### config.mk
export PLATFORM = sky130hd
export DESIGN_NAME = io_chan_ctrl
export DESIGN_NICKNAME = d
export VERILOG_FILES = /design/src/rtl/io_chan_ctrl.sv
export SDC_FILE = /design/constraint.sdc
export NUM_CORES = 1
export LEC_CHECK = 0
export ABC_CLOCK_PERIOD_IN_PS = 8200
export BUFFER_PORTS_ARGS = -buffer_cell sky130_fd_sc_hd__buf_2
export CAP_MARGIN = 20
export CORE_ASPECT_RATIO = 2
export CORE_MARGIN = 2
export CORE_UTILIZATION = 30
export CTS_CLUSTER_DIAMETER = 120
export DETAILED_ROUTE_END_ITERATION = 10
export GPL_ROUTABILITY_DRIVEN = 0
export PLACE_DENSITY = 0.49
export SYNTH_ARGS = -nofsm -noshare
export SYNTH_HDL_FRONTEND = slang
export SYNTH_SLANG_ARGS = --single-unit
export TNS_END_PERCENT = 30
### constraint.sdc
create_clock -name clk -period 8.2 [get_ports clk]
set_clock_uncertainty 0.2 [all_clocks]
set_input_delay 1.23 -clock clk [delete_from_list [all_inputs] [get_ports clk]]
set_output_delay 1.23 -clock clk [all_outputs]
set_load 0.01 [all_outputs]
### src/rtl/io_chan_ctrl.sv
// io_chan_ctrl: per-channel input holding registers and output FIFOs
// between the processor I/O strobes and streaming peripherals.
module io_chan_ctrl #(
    parameter int NUIOIN = 4,
    parameter int NUIOOU = 4,
    parameter int NBIN   = 16,
    parameter int NBOUT  = 33,
    parameter int ODEPTH = 4
) (
    input  logic                    clk,
    input  logic                    rst,
    input  logic [NUIOIN*NBIN-1:0]  src_data,
    input  logic [NUIOIN-1:0]       src_valid,
    output logic [NUIOIN-1:0]       src_ready,
    input  logic [NUIOIN-1:0]       req_in,
    output logic [NBIN-1:0]         io_in,
    input  logic [NBOUT-1:0]        io_out,
    input  logic [NUIOOU-1:0]       out_en,
    output logic [NUIOOU*NBOUT-1:0] snk_data,
    output logic [NUIOOU-1:0]       snk_valid,
    input  logic [NUIOOU-1:0]       snk_ready,
    input  logic                    clr_sts,
    output logic [NUIOOU-1:0]       ovf,
    output logic [NUIOIN-1:0]       udf
);

    localparam int AW = (ODEPTH > 1) ? $clog2(ODEPTH) : 1;
    localparam int CW = AW + 1;
    localparam logic [CW-1:0] FULL = CW'(ODEPTH);

    logic [NUIOIN-1:0] rd;
    logic [NUIOIN-1:0] hold_valid;
    logic [NUIOIN-1:0] load;
    logic [NUIOIN-1:0] udf_evt;
    logic [NBIN-1:0]   hold [NUIOIN];

    logic [NUIOOU-1:0] push;
    logic [NUIOOU-1:0] pop;
    logic [NUIOOU-1:0] ovf_evt;

    // Scan downward so the lowest set request is the one that survives.
    always_comb begin
        rd = '0;
        for (int i = NUIOIN - 1; i >= 0; i--) begin
            if (req_in[i]) begin
                rd    = '0;
                rd[i] = 1'b1;
            end
        end
    end

    always_comb begin
        io_in = '0;
        for (int i = 0; i < NUIOIN; i++) begin
            if (rd[i] && hold_valid[i]) begin
                io_in = hold[i];
            end
        end
    end

    assign src_ready = ~hold_valid | rd;
    assign load      = src_valid & src_ready;
    assign udf_evt   = rd & ~hold_valid;

    always_ff @(posedge clk or negedge rst) begin
        if (!rst) begin
            hold_valid <= '0;
            for (int i = 0; i < NUIOIN; i++) begin
                hold[i] <= '0;
            end
        end else begin
            for (int i = 0; i < NUIOIN; i++) begin
                if (load[i]) begin
                    hold[i]       <= src_data[i*NBIN +: NBIN];
                    hold_valid[i] <= 1'b1;
                end else if (rd[i]) begin
                    hold_valid[i] <= 1'b0;
                end
            end
        end
    end

    assign push = out_en;
    assign pop  = snk_valid & snk_ready;

    for (genvar k = 0; k < NUIOOU; k++) begin : g_out
        logic [NBOUT-1:0] mem [ODEPTH];
        logic [AW-1:0]    wptr;
        logic [AW-1:0]    rptr;
        logic [CW-1:0]    count;
        logic [CW-1:0]    count_nxt;
        logic             do_push;
        logic             sv_q;

        // A full FIFO still takes a push when the head leaves this cycle.
        assign do_push    = push[k] & ((count != FULL) | pop[k]);
        assign ovf_evt[k] = push[k] & (count == FULL) & ~pop[k];

        always_comb begin
            count_nxt = count;
            if (do_push && !pop[k]) begin
                count_nxt = count + CW'(1);
            end else if (pop[k] && !do_push) begin
                count_nxt = count - CW'(1);
            end
        end

        always_ff @(posedge clk or negedge rst) begin
            if (!rst) begin
                wptr  <= '0;
                rptr  <= '0;
                count <= '0;
                sv_q  <= 1'b0;
            end else begin
                if (do_push) begin
                    wptr <= wptr + AW'(1);
                end
                if (pop[k]) begin
                    rptr <= rptr + AW'(1);
                end
                count <= count_nxt;
                sv_q  <= (count_nxt != '0);
            end
        end

        always_ff @(posedge clk) begin
            if (do_push) begin
                mem[wptr] <= io_out;
            end
        end

        assign snk_valid[k] = sv_q;
        assign snk_data[k*NBOUT +: NBOUT] = sv_q ? mem[rptr] : '0;
    end

    always_ff @(posedge clk or negedge rst) begin
        if (!rst) begin
            ovf <= '0;
            udf <= '0;
        end else begin
            ovf <= (ovf & ~{NUIOOU{clr_sts}}) | ovf_evt;
            udf <= (udf & ~{NUIOIN{clr_sts}}) | udf_evt;
        end
    end

endmodule

==> results.md <==
* Routed vias at roughly 13k
* Area delta synth->final at 18.5%
* Hold WS at ~280 ps
* Worst slew margin at 0.260
* TNS Setup at 0 ps
* Most frequent cells in the layout: 528 x edfxtp_1, 278 x buf_2, 137 x and2_1
* Multi-input logic area at ~0.0063 mm²
* Core box area at between 0.08 and 0.09 mm²
* Placed cell areas at about 0.028 mm²
* CTS tree: done
* Max_cap viols at 0
* Largest net degree at the start of global routing at 64
* Synthesis-stage register bit count at 636
* Die width at 209 µm
* Final period utilization at 0.536
* CP Capture Type: output pin
* Worst path cell trace: buf_2, or4b_4, or2_1, buf_16, nor2_1, a21oi_1, buf_2
* Overall power at around 11 mW
* Final HPWL DP at roughly 42000 µm
* I/O pins at between 200 and 300
* LEAKAGE at 10.7 nW
* Starting density of the core at 0.303
* Max Slew Vio Count at 0
* H-tree level count at 2
* DIE AREA at roughly 0.087 mm²
* Post-Syn Instances at 1275
* Data arrival, critical path at just under 3000 ps
* 1st-iter DRT viols at 960
* Fillers at 7871
* Post-route ant nets at 0
* Initial antenna violation count at 3
* Sequential-to-total area share from yosys stat at 0.734
* Crit-path slowest cell: or4b_4
* Share of layout cells above drive strength 1 at 0.378
* # DRC at 0
* Post-CTS Resized at 0
* TritonCTS buffer count at 60
* Clk root buf: clkbuf_16
* Final Instance Area at ~0.03 mm²
* Clk pin slew, worst setup/hold paths at ~60 ps
* Die height at 414 µm
* Setup crit start kind: input pin
* Most frequent CP cell: buf_2
* Max Clock Freq at 228 MHz
* Synth Net Count at 1419
* Routed wirelength normalized by instance count at ~25 µm
* Hold Crit Class: reg -> reg
* Hold Violations, Final at 0
* Minimum clock period at between 4000 and 5000 ps
* Status: finished clean
* Post-CTS setup buffer count at 0
* DRT Pass-1 Iters at 5
* Cell variety after synth at 45
* First-pass GRT wire length at a little under 100000 µm
* Clock buffer depth at 3
* Most common cell after layout, fill and taps aside: edfxtp_1
* CP max stage delay at 640 ps
* Worst VDD drop at approximately 0.00018 V
* Setup violators final at 0
* Pwr/cell area at around 360 mW/mm²
* CTS sink count at 636
* RSZ-0062 raised after global routing: no
* Row cnt at 150
* Hold-fix buffers at CTS at 0
* Port bufs at 279
* Total track usage at 0.158
* Syn Std Cell Area at between 0.02 and 0.03 mm²
* Final net count at between 1.5k and 2k
* Via count of the first global-routing pass at around 14k
* Crit Path Max Fanout at 28
* Clk_lat worst skew at roughly 640 ps
* Grt ovf at 0
* Post-Route WL at 68200 µm
* Synth warn at 0
* CP required at between 6000 and 7000 ps
* CP Class: in -> out
* Seq. cell area at roughly 0.019 mm²
* DR vias/cell at between 4 and 5
* Avg Cell Area, Syn at 19.8 µm²
* Slew of the pin with the lowest slew margin at roughly 1100 ps
-- final cells by class --
type,count,share of cell area
Tap cell,1064,0.0445
Multi-Input combinational cell,550,0.210
Timing Repair Buffer,298,0.0574
Clock buffer,82,0.0551
Sequential cell,636,0.621
Antenna cell,1,0.0000836
Inverter,23,0.00288
Clock inverter,28,0.00915
-- kinds of logic after synthesis --
logic type,Yosys count,synth area share
compound gates,72,0.0204
xor+xnor,22,0.00762
fa+ha+maj,28,0.0139
buf+inv,89,0.0174
flops,636,0.734
mux,198,0.150
simple gates,230,0.0564
-- metrics by stage --
step / worst slack (ps) / utilization / instances
finish: 3810 / 0.358 / 2682
global route: 3740 / 0.358 / 2682
CTS: 3440 / 0.357 / 2677
detailed placement: 3450 / 0.334 / 2567
global placement: 3500 / 0.332 / 2558
floorplan: 4300 / - / 1275
-- layer usage --
layer | global-route usage | share of wire | vias to the layer above
met5 | 0 | 0 | -
met4 | 0.0391 | 0.019 | 0
met3 | 0.0251 | 0.048 | 71
met2 | 0.293 | 0.54 | 392
met1 | 0.190 | 0.40 | 6781
li1 | - | - | 5582
-- where the power goes --
| group | switching (mW) | total, mW | internal, mW |
|---|---|---|---|
| combinational | 1.69 | 3.26 | 1.56 |
| clock | 1.23 | 2.79 | 1.56 |
| sequential | 0.614 | 4.84 | 4.23 |
-- path summary, 6_finish.rpt --
kind	from	end	slack (ps)	depth (start not counted)
max in group asynchronous	rst	g_out[2].rptr[0]	6000	2
hold reg to reg	udf[3]	udf[3]	280	1
hold / removal	udf[3]	udf[3]	280	1
min in group asynchronous	rst	hold[22]	410	1
setup / recovery	req_in[0]	io_in[7]	3810	7
setup reg to reg	g_out[3].sv_q	g_out[3].mem[3][14]	4910	4
-- flip-flops by register name (all words and copies together), names as in the netlist --
register / flops
hold_valid: 4
udf: 4
ovf: 4
hold: 64
g_out.mem: 528
g_out.rptr: 8
g_out.sv_q: 4
g_out.wptr: 8
g_out.count: 12
-- cell usage after synthesis (all sizes together) --
library cell,instances,area [µm²]
a211oi,1,7.51
a21boi,5,37.5
a21o,2,15.0
a21oi,20,100
a221o,1,10.0
a221oi,16,140
a31oi,1,6.26
a32o,5,50.1
a32oi,2,17.5
and2,153,957
and3,1,6.26
and3b,4,35.0
buf,40,255
clkbuf,26,97.6
dfrtp,108,2700
edfxtp,528,15900
ha,28,350
inv,23,86.3
mux2,64,796
mux2i,2,20.0
mux4,132,2970
nand2,18,97.6
nand2b,5,31.3
nand3,4,20.0
nand4b,1,8.76
nor2,18,75.1
nor2b,2,12.5
nor3,1,5.00
nor3b,16,120
o21ai,9,45.0
o221ai,3,26.3
o2bb2ai,7,61.3
or2,1,6.26
or3,4,25.0
or3b,1,11.3
or4b,1,13.8
xnor2,17,149
xor2,5,43.8
-- worst max-delay path, delay by kind of cell --
| kind | cells | cell delay (ps) |
|---|---|---|
| compound gates | 1 | 50 |
| simple gates | 3 | 1070 |
| buf+inv | 3 | 580 |
(Power assumes the default switching activity.)
